===== src/rtl/rr_arbitration_unit_pkg.sv =====
// Shared helpers for the round-robin arbitration unit.
package rr_arbitration_unit_pkg;

  // Increment a client index with wrap-around at n (n need not be a power of two).
  function automatic int unsigned rr_wrap_inc(input int unsigned idx, input int unsigned n);
    return (idx + 1 >= n) ? 0 : idx + 1;
  endfunction

endpackage


===== src/rtl/rr_priority_pick.sv =====
// Combinational rotating priority pick: grants the first requester at or after start_i.
module rr_priority_pick
  import rr_arbitration_unit_pkg::*;
#(
  parameter int unsigned NUM_CLIENTS = 8,
  parameter int unsigned BIT_CLIENTS = $clog2(NUM_CLIENTS)
) (
  input  logic [NUM_CLIENTS-1:0] requests_i,
  input  logic [BIT_CLIENTS-1:0] start_i,
  output logic [NUM_CLIENTS-1:0] grant_o,
  output logic                   valid_o
);

  logic [BIT_CLIENTS-1:0] cur;
  logic                   found;

  // Walk indices start_i, start_i+1, ... (mod NUM_CLIENTS); first set request wins.
  always_comb begin
    grant_o = '0;
    found   = 1'b0;
    cur     = start_i;
    for (int unsigned k = 0; k < NUM_CLIENTS; k++) begin
      if (!found && requests_i[cur]) begin
        grant_o[cur] = 1'b1;
        found        = 1'b1;
      end
      cur = BIT_CLIENTS'(rr_wrap_inc(32'(cur), NUM_CLIENTS));
    end
    valid_o = found;
  end

endmodule


===== src/rtl/rr_arbitration_unit.sv =====
// Round-robin arbiter: combinational one-hot grant, registered last-granted pointer.
module rr_arbitration_unit
  import rr_arbitration_unit_pkg::*;
#(
  parameter int unsigned NUM_CLIENTS = 8
) (
  input  logic                   clk,
  input  logic                   rst_n,
  input  logic [NUM_CLIENTS-1:0] requests,
  output logic [NUM_CLIENTS-1:0] grants
);

  localparam int unsigned BIT_CLIENTS = $clog2(NUM_CLIENTS);
  // Reset so that index 0 is the first scanned.
  localparam logic [BIT_CLIENTS-1:0] LastRst = BIT_CLIENTS'(NUM_CLIENTS - 1);

  logic [BIT_CLIENTS-1:0] last_q, last_d;
  logic [BIT_CLIENTS-1:0] start_idx;
  logic [BIT_CLIENTS-1:0] grant_idx;
  logic                   grant_valid;

  // Scan begins just after the last granted client, so that client is scanned last.
  always_comb begin
    start_idx = BIT_CLIENTS'(rr_wrap_inc(32'(last_q), NUM_CLIENTS));
  end

  rr_priority_pick #(
    .NUM_CLIENTS(NUM_CLIENTS),
    .BIT_CLIENTS(BIT_CLIENTS)
  ) u_pick (
    .requests_i(requests),
    .start_i   (start_idx),
    .grant_o   (grants),
    .valid_o   (grant_valid)
  );

  // One-hot to index encode of the grant; pointer holds when nothing is granted.
  always_comb begin
    grant_idx = '0;
    for (int unsigned i = 0; i < NUM_CLIENTS; i++) begin
      if (grants[i]) begin
        grant_idx = grant_idx | BIT_CLIENTS'(i);
      end
    end
    last_d = grant_valid ? grant_idx : last_q;
  end

  // Last-granted pointer register.
  always_ff @(posedge clk or negedge rst_n) begin
    if (!rst_n) begin
      last_q <= LastRst;
    end else begin
      last_q <= last_d;
    end
  end

endmodule


===== config.mk =====
export PLATFORM = sky130hd
export DESIGN_NAME = rr_arbitration_unit
export DESIGN_NICKNAME = d
export VERILOG_FILES = /design/src/rtl/rr_arbitration_unit_pkg.sv /design/src/rtl/rr_priority_pick.sv /design/src/rtl/rr_arbitration_unit.sv
export SDC_FILE = /design/constraint.sdc
export NUM_CORES = 1
export LEC_CHECK = 0
export CAP_MARGIN = 15
export CORE_MARGIN = 2
export CORE_UTILIZATION = 65
export DETAILED_ROUTE_END_ITERATION = 10
export DONT_BUFFER_PORTS = 1
export PLACE_DENSITY = 0.81
export SETUP_SLACK_MARGIN = 0.1
export SLEW_MARGIN = 0
export SYNTH_ARGS = -nofsm -noshare
export SYNTH_HDL_FRONTEND = slang
export SYNTH_SLANG_ARGS = --single-unit

===== constraint.sdc =====
create_clock -name clk -period 12.7 [get_ports clk]
set_input_delay 1.27 -clock clk [delete_from_list [all_inputs] [get_ports clk]]
set_output_delay 1.27 -clock clk [all_outputs]
set_load 0.02 [all_outputs]

==> impl_metrics.ini <==
[worst_setup_path]
end_kind = output pin
crit_chain = buf_4 > inv_1 > ha_1 > nand2b_1 > o21a_1 > inv_1 > ha_1 > or4b_1 > o32ai_1 > a21o_1 > nor3_1 > nor2_1 > nand2_1 > o31ai_1 > a31oi_1 > o21ai_0
slowest_stage = ha_1
path_max_fanout = 58
critical_path_class = register to output pin
cp_data_required_time_ns = 11.43
arrival_ns = 5.92
slowest_delay_ns = 0.73
start_kind = register

[place]
dp_hpwl_um = 4180
gp_congestion = 1.06
io_buffers = 0
dp.cells = 257
placed_area_mm2 = 0.00181

[sta]
fin_skew_ns = 0.00569
period_needed_ns = 7.19
maxSlewViolCount = 0
rsz0062_at_grt = no
hold_viol = 0
tns_ns = 0
fmax_ghz = 0.139
min_period_over_period_pct = 56.6
maxSlewHeadroom_pct = 40.4
tightest_slew_ns = 0.885
setup_violations = 0

[floorplan]
die_h_um = 57.8
ios = 18
coreArea_mm2 = 0.00276
num_rows = 19
fp.dieW_um = 57.8
start_util_pct = 68.1
dieArea_mm2 = 0.00334

[synthesis]
syn_avg_cell_area_um2 = 7.79
synth_cells = 241
async_flop_share_pct = 100
yosysMostFrequentCell = nand2_1
synth_ff_type = dfstp_2
ys_seq_area_share_pct = 4.20
yosys-top-cells-count = 24 x nand2_1, 20 x nand3_1, 15 x nor2_1
yosys_warnings = 0
syn_nets = 261
synth_area_leaders = mux4_2 8.4%, ha_1 6.7%, mux2i_1 5.3%, nand3_1 5.3%, nand2_1 4.8%
synth_edf_count = 0
ys_types = 69
ys_ff_latch = 3
synth_top_area_cell = mux4_2
synth_top_area_share_pct = 8.39
synthesis.area_mm2 = 0.00188

[finish]
diodes = 0
post-route-cell-area_mm2 = 0.00183
largestRegisters = last_q: 3 flops
top_register = last_q
fin_cells = 261
final_nets = 251
drive_gt1_share_pct = 15.2
largest_reg_flops = 3
areaGrowthSynthToFinish_pct = -2.40

[clock_tree]
cts_tree = done
cts.path.max_buffers = 2
cts-root-buf = clkbuf_4
h-tree-depth = 1
post_cts_buffers = 0
holdBufCountCts = 0
cts.clk_slew.worst_paths_ns = 0.04
clock-sinks = 3
clock_latency_ns = 0.24
cts_resized = 0
numCtsBuffers = 3

[detailed_routing]
via_per_inst = 7.81
vias = 2039
route.detailed.drc = 0
wl_per_cell_um = 21.8
ant_nets = 0
initialDrtViolationCount = 277
wirelength_um = 5680
drtPass1Iterations = 5

[job]
drv_cap = 0

[grt]
grt_use_total_pct = 34.3
grt_pass1_wl_um = 8980
grt_pass1_vias = 1774
antenna_found_initial = 0
grt_start_max_net_pins = 59
grt_overflow = 0

[hold_path]
worstHoldPathType = register to register

[status]
status = finished, final reports clean
-- path summary, 6_finish.rpt --
path / endpoint / cells after the start / from / slack, ns
hold reg to reg: last_q[1] / 1 / last_q[1] / 0.56
max in group asynchronous: last_q[0] / 0 / rst_n / 11.80
setup reg to reg: last_q[0] / 16 / last_q[0] / 6.52
hold / removal: last_q[1] / 1 / last_q[1] / 0.56
setup / recovery: grants[0] / 16 / last_q[0] / 5.51
min in group asynchronous: last_q[1] / 0 / rst_n / 0.87
-- per-stage QoR --
stage	setup slack, ns	hold slack [ns]	util, %
after global routing	5.05	0.576	66.5
final	5.51	0.558	66.5
after floorplan	7.06	0.529	-
after detailed placement	5.94	0.551	65.5
after CTS	5.67	0.556	66.5
after global placement	6.12	0.547	65.5
-- critical path: cells and delay by family (launching register included) --
| family | cells | cell delay, ns |
|---|---|---|
| AOI/OAI and AO/OA | 6 | 1.65 |
| adders and majority gates | 2 | 1.06 |
| buffers and inverters | 3 | 1.05 |
| DFF | 1 | 0.51 |
| and+or+nand+nor | 5 | 1.41 |
-- cell type report --
cell class	count	area, µm²
Multi-Input combinational cell	214	1650
Fill cell	259	925
Sequential cell	3	78.8
Tap cell	31	38.8
Inverter	8	32.5
Clock buffer	4	26.3
Timing Repair Buffer	1	7.51
-- per-layer routing --
metal	wire (µm)	GRT usage (%)
met1	2310	49.7
met2	2550	52.4
met3	561	2.23
met4	265	15.3
met5	0	0
-- cells by family after synthesis --
logic type / after synthesis / synth area share (%)
AO/OA/AOI/OAI: 69 / 28.0
XOR/XNOR: 4 / 1.87
adder cells (fa/ha/maj): 10 / 6.66
buffers and inverters: 24 / 7.99
flip-flops: 3 / 4.20
multiplexers: 30 / 21.9
AND/OR/NAND/NOR: 101 / 29.4
-- cells in the final DEF, fill, tap and decap left out, drive strengths merged, types with 2 or more instances in the layout --
cell type / Yosys / final
nand2: 24 / 24
nand3: 20 / 20
nor2: 16 / 16
o21ai: 13 / 13
mux2i: 13 / 13
ha: 10 / 10
mux2: 10 / 10
o211ai: 9 / 9
inv: 8 / 8
mux4: 7 / 7
nand4: 7 / 7
and2: 6 / 6
nand2b: 6 / 6
a31oi: 5 / 5
a21oi: 5 / 5
nor3: 4 / 4
o22ai: 4 / 4
nor4: 4 / 4
clkbuf: 5 / 4
xor2: 3 / 3
o32a: 3 / 3
a22oi: 3 / 3
dfstp: 3 / 3
and3: 3 / 3
o21a: 2 / 2
o32ai: 2 / 2
a21o: 2 / 2
a2111oi: 2 / 2
a32o: 2 / 2
and4: 2 / 2
o2111ai: 2 / 2
or4b: 2 / 2
a21boi: 2 / 2
Power is not shown: default switching activity piles up to over one toggle a cycle in this logic, so the estimate is an artifact.
